===== config.mk =====
export PLATFORM = sky130hd
export DESIGN_NAME = n64_readcmd_tx
export DESIGN_NICKNAME = d
export VERILOG_FILES = /design/src/rtl/n64_readcmd_tx.sv
export SDC_FILE = /design/constraint.sdc
export NUM_CORES = 1
export LEC_CHECK = 0
export ABC_AREA = 1
export BUFFER_PORTS_ARGS = -buffer_cell sky130_fd_sc_hd__buf_2
export CAP_MARGIN = 15
export CORE_MARGIN = 3
export CORE_UTILIZATION = 40
export CTS_CLUSTER_SIZE = 12
export DETAILED_ROUTE_END_ITERATION = 6
export GPL_TIMING_DRIVEN = 0
export PLACE_DENSITY = 0.55
export REMOVE_ABC_BUFFERS = 1
export SYNTH_ARGS = -nofsm -noshare
export SYNTH_HDL_FRONTEND = slang
export SYNTH_SLANG_ARGS = --single-unit

===== constraint.sdc =====
create_clock -name clk_4M -period 1.49 [get_ports clk_4M]
set_clock_uncertainty 0.05 [all_clocks]
set_input_delay 0.2235 -clock clk_4M [delete_from_list [all_inputs] [get_ports clk_4M]]
set_output_delay 0.2235 -clock clk_4M [all_outputs]
set_load 0.02 [all_outputs]

===== src/rtl/n64_readcmd_tx.sv =====
// N64 controller poll transmitter: sends the command byte with pulse-width encoding,
// then the console stop bit, then opens the receiver sample window and pulses done.
module n64_readcmd_tx #(
    parameter logic [7:0]  CMD       = 8'h01,
    parameter int unsigned RX_WINDOW = 640
) (
    input  logic clk_4M,
    input  logic reset,
    input  logic start,
    output logic dq_low,
    output logic rx_en,
    output logic busy,
    output logic done
);

    typedef enum logic [2:0] {
        S_IDLE,
        S_SEND,
        S_STOP,
        S_RX,
        S_DONE
    } state_t;

    localparam logic [15:0] RX_LOAD   = 16'(RX_WINDOW);
    localparam logic [3:0]  PH_LAST   = 4'd15;
    localparam logic [3:0]  STOP_LAST = 4'd7;
    localparam logic [3:0]  LOW_ONE   = 4'd4;
    localparam logic [3:0]  LOW_ZERO  = 4'd12;

    state_t      r_state,   w_state_next;
    logic [3:0]  r_phase,   w_phase_next;
    logic [2:0]  r_bit_idx, w_bit_idx_next;
    logic [7:0]  r_shift,   w_shift_next;
    logic [15:0] r_rx_cnt,  w_rx_cnt_next;

    logic r_dq_low, w_dq_low_next;
    logic r_rx_en,  w_rx_en_next;
    logic r_busy,   w_busy_next;
    logic r_done,   w_done_next;

    // Next-state and counter update.
    always_comb begin
        // NOTE: every signal gets a default first so no path leaves it unassigned (no latches).
        w_state_next   = r_state;
        w_phase_next   = r_phase;
        w_bit_idx_next = r_bit_idx;
        w_shift_next   = r_shift;
        w_rx_cnt_next  = r_rx_cnt;

        case (r_state)
            S_IDLE: begin
                if (start) begin
                    w_state_next   = S_SEND;
                    w_phase_next   = 4'd0;
                    w_bit_idx_next = 3'd7;
                    w_shift_next   = CMD;
                end
            end
            S_SEND: begin
                if (r_phase == PH_LAST) begin
                    w_phase_next = 4'd0;
                    if (r_bit_idx == 3'd0) begin
                        w_state_next = S_STOP;
                    end else begin
                        w_bit_idx_next = r_bit_idx - 3'd1;
                        w_shift_next   = {r_shift[6:0], 1'b0};
                    end
                end else begin
                    w_phase_next = r_phase + 4'd1;
                end
            end
            S_STOP: begin
                if (r_phase == STOP_LAST) begin
                    w_state_next  = S_RX;
                    w_phase_next  = 4'd0;
                    w_rx_cnt_next = RX_LOAD;
                end else begin
                    w_phase_next = r_phase + 4'd1;
                end
            end
            S_RX: begin
                if (r_rx_cnt == 16'd1) begin
                    w_state_next  = S_DONE;
                    w_rx_cnt_next = 16'd0;
                end else begin
                    w_rx_cnt_next = r_rx_cnt - 16'd1;
                end
            end
            S_DONE: begin
                w_state_next = S_IDLE;
            end
            default: begin
                w_state_next = S_IDLE;
            end
        endcase
    end

    // Outputs are decoded from the next state so they can be registered without a cycle of lag.
    always_comb begin
        w_dq_low_next = 1'b0;
        w_rx_en_next  = 1'b0;
        w_busy_next   = 1'b0;
        w_done_next   = 1'b0;

        case (w_state_next)
            S_SEND: begin
                w_busy_next   = 1'b1;
                w_dq_low_next = w_shift_next[7] ? (w_phase_next < LOW_ONE)
                                                : (w_phase_next < LOW_ZERO);
            end
            S_STOP: begin
                w_busy_next   = 1'b1;
                w_dq_low_next = (w_phase_next < LOW_ONE);
            end
            S_RX: begin
                w_busy_next  = 1'b1;
                w_rx_en_next = 1'b1;
            end
            S_DONE: begin
                w_busy_next = 1'b1;
                w_done_next = 1'b1;
            end
            default: begin
                w_busy_next = 1'b0;
            end
        endcase
    end

    // NOTE: state uses non-blocking assignments so every register samples pre-edge values.
    always_ff @(posedge clk_4M) begin
        if (reset) begin
            r_state   <= S_IDLE;
            r_phase   <= 4'd0;
            r_bit_idx <= 3'd0;
            r_shift   <= 8'd0;
            r_rx_cnt  <= 16'd0;
            r_dq_low  <= 1'b0;
            r_rx_en   <= 1'b0;
            r_busy    <= 1'b0;
            r_done    <= 1'b0;
        end else begin
            r_state   <= w_state_next;
            r_phase   <= w_phase_next;
            r_bit_idx <= w_bit_idx_next;
            r_shift   <= w_shift_next;
            r_rx_cnt  <= w_rx_cnt_next;
            r_dq_low  <= w_dq_low_next;
            r_rx_en   <= w_rx_en_next;
            r_busy    <= w_busy_next;
            r_done    <= w_done_next;
        end
    end

    assign dq_low = r_dq_low;
    assign rx_en  = r_rx_en;
    assign busy   = r_busy;
    assign done   = r_done;

endmodule


==> flow_summary.toml <==
[run_status]
status = "finished clean"

[timing]
tns_ns = 0
timing.fmax_ghz = 0.674
setup_viol = 0
relSlewSlack_pct = 60.0
drv_slew = 0
tightest_slew_ns = 0.600
rsz0062_at_grt = "yes"
timing.final.crit_share_pct = 99.6
layout_min_cycle_time_ns = 1.48
timing.final.hold_violations = 0

[drt]
antenna_left = 0
drt-pass1-iter-count = 4
drc = 0
wl_per_cell_um = 11.9
vias = 1797
drtIter0Drc = 134
vias_per_cell = 4.83
drt-total-wl_mm = 4.41

[critical_path]
path_class = "flop to flop"
critPathRequiredTime_ns = 1.63
crit_end = "r_rx_cnt[3]$_SDFFE_PP0P_"
r2r_start = "r_phase[0]$_SDFFE_PP0P_"
crit_start = "r_phase[0]$_SDFFE_PP0P_"
startpoint_type = "flop"
cp_cell_sequence = "ha_4 > nand2_4 > nor2_4 > nand2_4 > nand2_4 > clkinvlp_4 > o21ai_1 > a21oi_2"
endpoint_kind = "flop"
r2r_setup_slack_ns = 0.005
slowest_stage = "dfxtp_2"
critPathBufInv = 1
cp_top_family = "flip-flops"
critPathMaxFanout = 7
crit_cells = 8
cp.arrival_ns = 1.62
ff2ff_path_depth = 8
cpPeakStageDelay_ns = 0.36
r2r_end = "r_rx_cnt[3]$_SDFFE_PP0P_"
crit_top_cell = "nand2_4"

[die]
num_rows = 24
die-area_mm2 = 0.00573
core_area_mm2 = 0.00453
die_w_um = 75.7
start_util_pct = 42.9
io_pins = 7
die_h_um = 75.7

[cells_and_area]
layout-area-overhead-vs-synth_pct = 29.3
n_antenna_cell = 0
drive_above_1_share_pct = 37.5
nets = 315
most-common-layout-cells = "nand2_1 (56), a21oi_1 (29), nor2_1 (23), dfxtp_1 (23), inv_1 (21)"
layout_commonest_cell = "nand2_1"
fin_area_mm2 = 0.00251

[clock_tree]
cts_hold_repair.buffers = 0
clk_latency_ns = 0.30
cts_root_buf = "clkbuf_8"
cts_tree = "done"
numCtsBuffers = 5
htreeDepth = 2
clock_path_buffers = 2
cts.sinks = 38
clkTransAtPathRegs_ns = 0.08

[logic_synthesis]
synth-seq-cells = 38
async_flop_share_pct = 0
yosysSeqAreaShare_pct = 39.1
syn_area_mm2 = 0.00194
syn_area_per_cell_um2 = 6.97
synth_area_leaders = "dfxtp_1 (39%), nand2_1 (13%), a21oi_1 (8.5%)"
synth_flop_cell = "dfxtp_1"
synth_edf_count = 0
synth.distinct_cells = 28
yosys.area.top_type = "dfxtp_1"
synth_top_area_share_pct = 39.1
yosysWarnings = 0
netlist_instances = 279

[grt]
busiest_layer = "met2"
antenna_found_initial = 0
use_met3_pct = 3.96
use_met1_pct = 20.9
grt-ovfl-total = 0
grt_pass1_wl_mm = 7.35
grt_use_total_pct = 17.2
grt_pass1_vias = 1654
use_met2_pct = 29.1
grt_max_degree = 30

[power_and_ir_drop]
finalPower_mw = 1.89
pwr-share-clk_pct = 36.9
p_per_area_mw_per_mm2 = 751
power.switching_mw = 0.492
p_int_mw = 1.40
sw_frac_of_total_pct = 26.0
ir_drop_mv = 0.520
p_comb_share_pct = 7.5
pwr-share-seq_pct = 55.6
p_leak_nw = 1.07

[min_path]
hold_class = "input pin to flop"

[placement]
placed_area_mm2 = 0.00203
post-dp-hpwl_mm = 2.73
gp_congestion = 0.785
io_buffers = 6

[job]
drv_cap = 0
[power by group through the flow]
stage	Clock [mW]	Combinational (mW)	Sequential (mW)
global route	0.743	0.158	1.05
detailed placement	0	0.110	1.07
CTS	0.708	0.119	1.05
global placement	0	0.109	1.07
floorplan	0	0.0671	1.08
finish	0.696	0.141	1.05
[area by class of cell]
cell class              count  area (um^2)
fillers                   428         2020
multi-input cells         203         1250
flip-flops and latches     38          779
repair buffers             23          173
inverters                  35          145
well taps                  65         81.3
clock buffers               5         68.8
clock inverters             2         10.0
repair inverters            1         7.51
[worst min-delay path by stage]
stage                            start                 endpoint  slack, ns  cells after the start
5_1_grt                          start  r_phase[0]$_SDFFE_PP0P_       0.25                      3
2_1_floorplan                    reset  r_phase[1]$_SDFFE_PP0P_       0.24                      1
6_report                         start  r_phase[0]$_SDFFE_PP0P_       0.23                      3
3_3_place_gp   r_shift[3]$_SDFFE_PP0P_  r_shift[3]$_SDFFE_PP0P_       0.40                      2
4_1_cts                          start  r_phase[0]$_SDFFE_PP0P_       0.22                      3
3_5_place_dp   r_shift[5]$_SDFFE_PP0P_  r_shift[5]$_SDFFE_PP0P_       0.40                      2
[layer usage]
metal  share of wire, %  vias up
li1                   -      955
met1                 45      806
met2                 49       27
met3                3.0        9
met4                2.4        0
met5                  0        -
[cells in the mapped netlist, types with 2 or more instances]
| cell type | n |
|---|---|
| nand3b_1 | 3 |
| nand2_1 | 67 |
| nor2_4 | 2 |
| dfxtp_1 | 38 |
| nor2_2 | 6 |
| nand2_2 | 6 |
| nand2_4 | 3 |
| xor2_1 | 3 |
| nor2_1 | 31 |
| nor4_1 | 2 |
| o21ai_0 | 9 |
| clkbuf_1 | 3 |
| inv_1 | 29 |
| nand4_1 | 2 |
| a21oi_1 | 33 |
| nand3_1 | 21 |
| inv_2 | 6 |
| ha_1 | 5 |
[sequential cells by signal, indices dropped and copies added (netlist names)]
signal,cells
r_rx_cnt,16
r_bit_idx,3
r_phase,4
done,1
dq_low,1
rx_en,1
busy,1
r_state,3
r_shift,8
[tightest hold or removal path: cells and delay by family]
kind | cells | cell delay (ns)
simple gates | 1 | 0.14
compound gates | 1 | 0.09
buf+inv | 1 | 0.09
[logic make-up after synthesis]
group,count (synthesis),synth area share [%]
AND/OR/NAND/NOR,146,34.6
buffers and inverters,39,8.11
adder cells (fa/ha/maj),5,3.22
XOR/XNOR,3,1.35
AO/OA/AOI/OAI,48,13.6
flip-flops,38,39.1
[stage by stage]
step / setup WS (ns) / utilization [%] / hold WS (ns) / instances
after global routing: -0.122 / 55.5 / 0.246 / 372
after floorplan: 0.0567 / - / 0.243 / 275
after detailed placement: -0.216 / 44.8 / 0.402 / 346
after CTS: -0.0127 / 49.4 / 0.216 / 364
final: 0.00544 / 55.5 / 0.233 / 372
after global placement: -0.220 / 44.8 / 0.398 / 346
[what timing repair did]
action	in CTS	in global routing
resized for setup	16	73
pin swaps	9	26
endpoints found under the setup margin	26	29
gates cloned	1	1
buffers inserted	10	7
Power figures use the tool's default switching activity.
